**src/rtl/fifo_param_pkg.sv**
```systemverilog
// Shared defaults and width helper for the parametrised FIFO.
// Count width is clog2(depth)+1 so a full FIFO can be represented.
package fifo_param_pkg;

  localparam int DEF_WORD_SIZE = 6;
  localparam int DEF_MEM_SIZE  = 8;

  function automatic int cnt_w(input int depth);
    return $clog2(depth) + 1;
  endfunction

  typedef logic [cnt_w(DEF_MEM_SIZE)-1:0] count_t;

endpackage

```
**src/rtl/fifo_param_mem.sv**
```systemverilog
// FIFO storage: one synchronous write port, one asynchronous read port.
// Read returns the pre-edge contents, so a same-edge write to the head slot is safe.
module fifo_param_mem #(
  parameter int W = 6,
  parameter int D = 8,
  parameter int A = $clog2(D)
) (
  input  logic         clk,
  input  logic         wr_en,
  input  logic [A-1:0] wr_addr,
  input  logic [W-1:0] wr_data,
  input  logic [A-1:0] rd_addr,
  output logic [W-1:0] rd_data
);

  logic [W-1:0] mem_q [D];

  always_ff @(posedge clk) begin
    if (wr_en) mem_q[wr_addr] <= wr_data;
  end

  assign rd_data = mem_q[rd_addr];

endmodule

```
**src/rtl/fifo_param.sv**
```systemverilog
// Parametrised synchronous FIFO with thresholds, count and sticky errors.
// Define FIFO_PARAM_FWFT_EN for first-word fall-through reads.
module fifo_param
  import fifo_param_pkg::*;
#(
  parameter int WORD_SIZE = DEF_WORD_SIZE,
  parameter int MEM_SIZE  = DEF_MEM_SIZE,
  parameter int PTR_L     = $clog2(MEM_SIZE)
) (
  input  logic                 clk,
  input  logic                 reset,
  input  logic                 fifo_wr,
  input  logic [WORD_SIZE-1:0] fifo_data_in,
  input  logic                 fifo_rd,
  input  logic [PTR_L:0]       full_threshold,
  input  logic [PTR_L:0]       empty_threshold,
  input  logic                 error_clr,
  output logic [WORD_SIZE-1:0] fifo_data_out,
  output logic                 fifo_valid,
  output logic [PTR_L:0]       fifo_count,
  output logic                 fifo_full,
  output logic                 fifo_empty,
  output logic                 almost_full,
  output logic                 almost_empty,
  output logic                 err_ovf,
  output logic                 err_udf,
  output logic                 error
);

  localparam int CW = PTR_L + 1;
  localparam logic [CW-1:0]    FULL_CNT = CW'(MEM_SIZE);
  localparam logic [CW-1:0]    CNT_ONE  = CW'(1);
  localparam logic [PTR_L-1:0] PTR_ONE  = PTR_L'(1);

  logic [PTR_L-1:0] wr_ptr_q, wr_ptr_d;
  logic [PTR_L-1:0] rd_ptr_q, rd_ptr_d;
  logic [CW-1:0]    count_q, count_d;
  logic             ovf_q, ovf_d;
  logic             udf_q, udf_d;
  logic             rd_acc, wr_acc;
  logic [WORD_SIZE-1:0] head;

  assign fifo_count   = count_q;
  assign fifo_full    = (count_q == FULL_CNT);
  assign fifo_empty   = (count_q == '0);
  assign almost_full  = (count_q >= full_threshold);
  assign almost_empty = (count_q <= empty_threshold);
  assign err_ovf      = ovf_q;
  assign err_udf      = udf_q;
  assign error        = ovf_q | udf_q;

  assign rd_acc = fifo_rd & ~fifo_empty;
  assign wr_acc = fifo_wr & (~fifo_full | rd_acc);

  fifo_param_mem #(
    .W(WORD_SIZE),
    .D(MEM_SIZE),
    .A(PTR_L)
  ) u_mem (
    .clk    (clk),
    .wr_en  (wr_acc & ~reset),
    .wr_addr(wr_ptr_q),
    .wr_data(fifo_data_in),
    .rd_addr(rd_ptr_q),
    .rd_data(head)
  );

  always_comb begin
    wr_ptr_d = wr_ptr_q;
    rd_ptr_d = rd_ptr_q;
    count_d  = count_q;
    ovf_d    = ovf_q;
    udf_d    = udf_q;
    if (wr_acc) wr_ptr_d = wr_ptr_q + PTR_ONE;
    if (rd_acc) rd_ptr_d = rd_ptr_q + PTR_ONE;
    unique case (1'b1)
      wr_acc & ~rd_acc: count_d = count_q + CNT_ONE;
      rd_acc & ~wr_acc: count_d = count_q - CNT_ONE;
      default:          count_d = count_q;
    endcase
    // set events take priority over a same-cycle clear
    if (error_clr) begin
      ovf_d = 1'b0;
      udf_d = 1'b0;
    end
    if (fifo_wr & fifo_full & ~rd_acc) ovf_d = 1'b1;
    if (fifo_rd & fifo_empty)          udf_d = 1'b1;
  end

  always_ff @(posedge clk) begin
    if (reset) begin
      wr_ptr_q <= '0;
      rd_ptr_q <= '0;
      count_q  <= '0;
      ovf_q    <= 1'b0;
      udf_q    <= 1'b0;
    end else begin
      wr_ptr_q <= wr_ptr_d;
      rd_ptr_q <= rd_ptr_d;
      count_q  <= count_d;
      ovf_q    <= ovf_d;
      udf_q    <= udf_d;
    end
  end

`ifdef FIFO_PARAM_FWFT_EN
  assign fifo_data_out = head;
  assign fifo_valid    = ~fifo_empty;
`else
  logic [WORD_SIZE-1:0] data_q, data_d;
  logic                 valid_q, valid_d;

  always_comb begin
    data_d  = data_q;
    valid_d = rd_acc;
    if (rd_acc) data_d = head;
  end

  always_ff @(posedge clk) begin
    if (reset) begin
      data_q  <= '0;
      valid_q <= 1'b0;
    end else begin
      data_q  <= data_d;
      valid_q <= valid_d;
    end
  end

  assign fifo_data_out = data_q;
  assign fifo_valid    = valid_q;
`endif

endmodule

```
**config.mk**
```make
export PLATFORM = sky130hd
export DESIGN_NAME = fifo_param
export DESIGN_NICKNAME = d
export VERILOG_FILES = /design/src/rtl/fifo_param_pkg.sv /design/src/rtl/fifo_param_mem.sv /design/src/rtl/fifo_param.sv
export SDC_FILE = /design/constraint.sdc
export NUM_CORES = 1
export LEC_CHECK = 0
export CAP_MARGIN = 15
export CORE_AREA = 2 2 120 93
export CTS_BUF_LIST = sky130_fd_sc_hd__clkbuf_8
export DETAILED_ROUTE_END_ITERATION = 8
export DIE_AREA = 0 0 122 95
export GPL_TIMING_DRIVEN = 0
export PLACE_DENSITY_LB_ADDON = 0.15
export SETUP_SLACK_MARGIN = 0.5
export SYNTH_ARGS = -nofsm -noshare
export SYNTH_HDL_FRONTEND = slang
export SYNTH_SLANG_ARGS = --single-unit
```
**constraint.sdc**
```tcl
create_clock -name clk -period 2.9 [get_ports clk]
set_input_delay 0.58 -clock clk [delete_from_list [all_inputs] [get_ports clk]]
set_output_delay 0.58 -clock clk [all_outputs]
set_load 0.005 [all_outputs]
```
==> results of run 1 <==
-- registers in the layout, summed over array words and instances, names as in the netlist --
name and flops:
fifo_valid 1, err_ovf 1, err_udf 1, rd_ptr_q 3, wr_ptr_q 3, fifo_count 4
u_mem.mem_q 48, fifo_data_out 6
-- placed cells by master (no fill, tap or decap), types with 2 or more instances in the layout --
| cell type | count |
|---|---|
| edfxtp_1 | 48 |
| clkdlybuf4s50_1 | 30 |
| nor2_1 | 16 |
| dfxtp_1 | 15 |
| mux4_2 | 12 |
| inv_1 | 11 |
| buf_2 | 10 |
| nor3_1 | 9 |
| buf_4 | 9 |
| clkbuf_8 | 9 |
| ha_1 | 8 |
| o22ai_1 | 7 |
| nand2b_1 | 6 |
| nand2_1 | 5 |
| a21o_1 | 4 |
| a21oi_1 | 4 |
| o211ai_1 | 3 |
| clkbuf_1 | 3 |
| or2_2 | 3 |
| nor2b_1 | 3 |
| xor2_1 | 3 |
| o311ai_0 | 3 |
| ha_4 | 3 |
| dfxtp_4 | 3 |
| inv_2 | 2 |
| nand3b_1 | 2 |
| nor3_2 | 2 |
| nor4_2 | 2 |
| o21a_1 | 2 |
| nor2_2 | 2 |
| o21ai_0 | 2 |
| xnor2_1 | 2 |
| mux2i_1 | 2 |
| clkinv_2 | 2 |
| bufinv_16 | 2 |
| dlymetal6s2s_1 | 2 |
-- metal layers --
layer  global-route usage [%]  share of wire [%]
met2                     17.0                 42
met4                     2.30               0.66
met1                     17.7                 52
met3                     4.35                5.3
met5                        0                  0
-- worst min path at each step --
stage / to / slack (ns)
after detailed placement: err_udf$_SDFFE_PP0P_ / 0.48
after global placement: err_udf$_SDFFE_PP0P_ / 0.47
final: wr_ptr_q[0]$_SDFFE_PP0P_ / 0.49
after CTS: wr_ptr_q[0]$_SDFFE_PP0P_ / 0.49
after floorplan: wr_ptr_q[0]$_SDFFE_PP0P_ / 0.46
after global routing: wr_ptr_q[0]$_SDFFE_PP0P_ / 0.52
-- power by group through the flow --
stage                     registers, mW  clock network (mW)  logic (mW)
after CTS                          1.17               0.850       0.688
after floorplan                    1.17                   0       0.387
after global placement             1.19                   0       0.664
after detailed placement           1.18                   0       0.661
after global routing               1.18               0.883       0.829
final                              1.17               0.821       0.742
-- timing repair --
item,CTS,global route
resized for setup,25,8
setup endpoints to repair,20,11
buffers inserted,5,3
pin swaps,6,4
-- critical path: stages --
cell and delay (ns):
clkdlybuf4s50_1 0.46, inv_1 0.06, ha_4 0.20, a21o_1 0.15, a21o_1 0.15, a21o_1 0.16
buf_2 0.12
-- per-stage QoR --
| step | total power, mW | cell area, sq um | TNS [ns] | util [%] | instances |
|---|---|---|---|---|---|
| CTS | 2.71 | 3790 | 0 | 36.0 | 408 |
| global placement | 1.85 | 3480 | -3.87 | 33.1 | 385 |
| finish | 2.73 | 3850 | 0 | 36.6 | 411 |
| detailed placement | 1.85 | 3490 | -0.485 | 33.2 | 387 |
| global route | 2.89 | 3850 | 0 | 36.6 | 411 |
| floorplan | 1.56 | 2960 | 0 | - | 210 |
-- area by class of cell --
type	count	area [sq um]	area share, %
clock inverter	7	85.1	2.21
multi-input combinational	120	1100	28.6
timing repair buffer	45	414	10.8
tap	140	175	4.55
buffer	12	75.1	1.95
sequential	67	1830	47.6
clock buffer	9	124	3.22
inverter	11	41.3	1.07
-- cell families (layout without fill, tap and decap cells) --
family | Yosys count | in the layout | synth area share [%]
flops | 67 | 67 | 61.6
mux | 15 | 15 | 10.2
buf+inv | 23 | 84 | 3.60
fa+ha+maj | 11 | 11 | 4.65
compound gates | 31 | 31 | 7.78
xor+xnor | 5 | 5 | 1.48
simple gates | 58 | 58 | 10.7
==> results.tsv, run 1 <==
metric	value	unit
critical path type	in2out	
vias	1859	
internal power	1.99	mW
vias in the first global route	1853	
Layout fillers	1031	
pre-CTS setup slack	-0.217	ns
Core ar.	10500	sq um
Reg2Reg Setup Slack	0.70	ns
Pleak	1.37	nW
DRT Pass-1 Iters	4	
Setup WS post-layout	0.436	ns
Relative slew margins	54.2	%
Post-DRT Antenna Nets	0	
FF+latch count, synth	67	
RSZ-0062 raised after global routing	yes	
syn_nets	240	
clock power share	30.0	%
worst reg2reg path startpoint	fifo_count[3]$_SDFFE_PP0P_	
switch share	27.2	%
Comb pwr share	27.2	%
GRT overflow	0	
nets	296	
top cell type's share of synthesized area	48.7	%
Syn Inst Count	210	
Rows	33	
CP arrival	1.88	ns
# setup viols final	0	
Initial Util	28.1	%
minimum clock period	2.46	ns
IO buf count	35	
Routed WL per cell	15.6	um
top cells by count, synth	edfxtp_1, dfxtp_1, nor2_1, mux4_2	
vias per cell	4.52	
worst hold slack	0.488	ns
fmax	406	MHz
DRC	0	
register area share after synthesis	61.6	%
Layout area overhead	30.2	%
first-pass GRT wire length	10200	um
CP Max Fanout	1	
status	complete, no violations	
Net Switching	0.744	mW
GP Congestion	0.717	
H-tree depth	3	
CTS tree	yes	
layout cells sized above 1	26.2	%
# IOs	37	
Syn Area/Cell	14.1	sq um
Worst Path Required	2.32	ns
worst slew pin tran	0.685	ns
final WL	6400	um
Synth area leaders	edfxtp_1, dfxtp_1, mux4_2	
die area	11600	sq um
die outline width	122	um
Vert. Die Dim	95	um
CTS Root Cell	clkbuf_8	
Longest Clk Path Bufs	2	
reg-to-reg endpoint	fifo_count[2]$_SDFFE_PP0P_	
reg2reg path depth	9	
Seq pwr share	42.8	%
Hold Crit Depth	2	
largest net degree at the start of global routing	12	
Startpoint Class	primary input	
Pins Over Slew Limit	0	
period utilisation layout	85.0	%
ANT cells	0	
Post-synth EDFFs	48	
initial antenna violation count	0	
count leader, synth	edfxtp_1	
Setup crit end	almost_full	
clk slew on worst S/H paths	0.06	ns
Yosys warning total	0	
Netlist cell types	41	
clk_lat worst skew	0.34	ns
Worst setup EP type	primary output	
Final Hold Vio Count	0	
clock sink total	67	
CTS Hold Buffers Added	0	
DP Wirelength	4350	um
Synth Cell Area	2960	sq um
main flop type after synthesis	edfxtp_1	
Max-Cap Viols	0	
GRT Util Overall	12.0	%
CP startpoint	full_threshold[1]	
worst hold start	wr_ptr_q[0]$_SDFFE_PP0P_	
TritonCTS buffer count	9	
cell taking the most area after synthesis	edfxtp_1	
PD cells	710	nW/um^2
maximum VDD drop	0.000224	V
Detailed Route Iter0 Violations	80	
Final Skew	0.00638	ns
HP Class	reg2reg	
FFs w/ async S/R, synth	0	%
(Power assumes the default switching activity.)
==> run 2: changes to the inputs <==
clock period = 2.2 ns   (was 2.9 ns; I/O delays follow)
==> run 2 against run 1 <==
Effect of this change:
- cell area is 11% higher
- non-clock buffer count is 20 higher
- routed wire length is 11% higher
- largest cell class unchanged
- total power is 48% higher
- setup slack worse by 0.43 ns
- first-iteration DRC count is 70% higher
- cell count is 4.9% higher
- clock-buffer cell count stayed put
==> results.tsv, run 2 (synthesis gave the netlist of run 1 again) <==
metric	value	unit
# setup viols final	0	
HP Class	reg2reg	
post-layout util	40.7	%
die area	11600	sq um
CTS Hold Buffers Added	0	
H-tree depth	3	
worst reg2reg path startpoint	fifo_count[0]$_SDFFE_PP0P_	
Post-DRT Antenna Nets	0	
Max-Cap Viols	0	
Net Switching	1.16	mW
max reg flops	48	
Pins Over Slew Limit	0	
nets	316	
Reg2Reg Setup Slack	0.03	ns
# IOs	37	
Seq pwr share	38.2	%
maximum VDD drop	0.000239	V
PD cells	944	nW/um^2
DRT Pass-1 Iters	4	
Core ar.	10500	sq um
IO buf count	35	
Routed WL per cell	16.4	um
fmax	456	MHz
worst hold start	err_udf$_SDFFE_PP0P_	
Relative slew margins	53.6	%
die outline width	122	um
period utilisation layout	99.8	%
ANT cells	0	
CP arrival	1.75	ns
GRT overflow	0	
GP Congestion	0.764	
Layout area overhead	45.0	%
final WL	7090	um
GRT Util Overall	13.1	%
clock sink total	67	
Rows	33	
DRC	0	
Initial Util	28.1	%
placed insts	385	
minimum clock period	2.19	ns
Worst Path Required	1.76	ns
layout cells sized above 1	39.5	%
Pleak	1.57	nW
CP max-delay cell	dfxtp_4	
Vert. Die Dim	95	um
vias	2012	
vias per cell	4.67	
DP Wirelength	4370	um
DP Area	3570	sq um
clock power share	28.2	%
Non-Filler Instances	431	
Comb pwr share	33.6	%
CP Max Fanout	3	
Final Skew	0.0134	ns
Detailed Route Iter0 Violations	136	
most frequent cells in the layout	edfxtp_1, clkdlybuf4s50_1, buf_4, buf_6, nor2_1	
clk slew on worst S/H paths	0.07	ns
Startpoint Class	flop	
clk_lat worst skew	0.35	ns
largest net degree at the start of global routing	14	
worst slew pin tran	0.697	ns
CTS Root Cell	clkbuf_8	
Hold EP	err_udf$_SDFFE_PP0P_	
Final Cell Area	4290	sq um
commonest non-fill, non-tap cell in the layout	edfxtp_1	
setup tns final	0	ns
Tot Pwr	4.05	mW
reg2reg path depth	12	
Top reg by flops	u_mem.mem_q	
Final Hold Vio Count	0	
status	complete, no violations	
internal power	2.89	mW
vias in the first global route	2018	
largest stage delay on the critical path	0.37	ns
first-pass GRT wire length	11100	um
most used cell, CP	a21o_1	
TritonCTS buffer count	9	
CP Cell Sequence	buf_8 > inv_8 > ha_4 > nand2b_4 > a21o_1 > a21o_1 > a21o_1 > buf_2	
Worst setup EP type	primary output	
CTS tree	yes	
RSZ-0062 raised after global routing	yes	
reg-to-reg endpoint	fifo_count[2]$_SDFFE_PP0P_	
switch share	28.6	%
critical path type	reg2out	
Hold Crit Depth	2	
Longest Clk Path Bufs	2	
initial antenna violation count	0	
==> run 2: worst max-delay path: cells and delay by family (launching register included) <==
kind,cells,cell delay (ns)
compound gates,3,0.43
flops,1,0.37
buf+inv,3,0.26
fa+ha+maj,1,0.21
simple gates,1,0.12
==> run 2: worst max path at each step <==
stage | startpoint | to | slack [ns] | cells past startpoint
floorplan | fifo_count[0]$_SDFFE_PP0P_ | almost_full | 0.37 | 7
global placement | empty_threshold[1] | almost_empty | -0.55 | 8
detailed placement | empty_threshold[1] | almost_empty | -0.54 | 8
CTS | fifo_count[0]$_SDFFE_PP0P_ | almost_full | -0.02 | 8
global route | fifo_count[0]$_SDFFE_PP0P_ | almost_full | -0.05 | 8
finish | fifo_count[0]$_SDFFE_PP0P_ | almost_full | 0.005 | 8
==> run 2: cell type report <==
cell class                      instances  area, sq um
Tap cell                              140          175
Sequential cell                        67         1840
Fill cell                             989         6240
Clock buffer                            9          124
Buffer                                 12          114
Clock inverter                          7          100
Timing Repair Buffer                   65          629
Inverter                               11         51.3
Multi-Input combinational cell        120         1250
==> run 2: metal layers <==
layer  up-vias  global-route usage [%]  part of all wire [%]
li1        960                       -                     -
met1      1009                    17.5                    47
met2        37                    20.7                    47
met3         6                    3.93                   5.1
met4         0                    3.45                  0.72
met5         -                       0                     0
==> run 2: per-stage QoR <==
step,setup WS (ns),hold slack [ns]
6_report,0.00536,0.482
5_1_grt,-0.0542,0.514
4_1_cts,-0.0230,0.500
3_5_place_dp,-0.539,0.487
3_3_place_gp,-0.547,0.478
2_1_floorplan,0.370,0.467
==> run 2: power by group through the flow <==
| stage | Clock [mW] | Combinational [mW] | Sequential, mW |
|---|---|---|---|
| floorplan | 0 | 0.559 | 1.56 |
| global placement | 0 | 0.928 | 1.58 |
| detailed placement | 0 | 0.927 | 1.58 |
| CTS | 1.16 | 1.26 | 1.55 |
| global route | 1.23 | 1.48 | 1.57 |
| finish | 1.14 | 1.36 | 1.55 |
==> run 2: repair_timing <==
action / in CTS / in global routing
resized for setup: 71 / 27
buffers inserted: 22 / 8
endpoints found under the setup margin: 64 / 70
pin swaps: 16 / 19
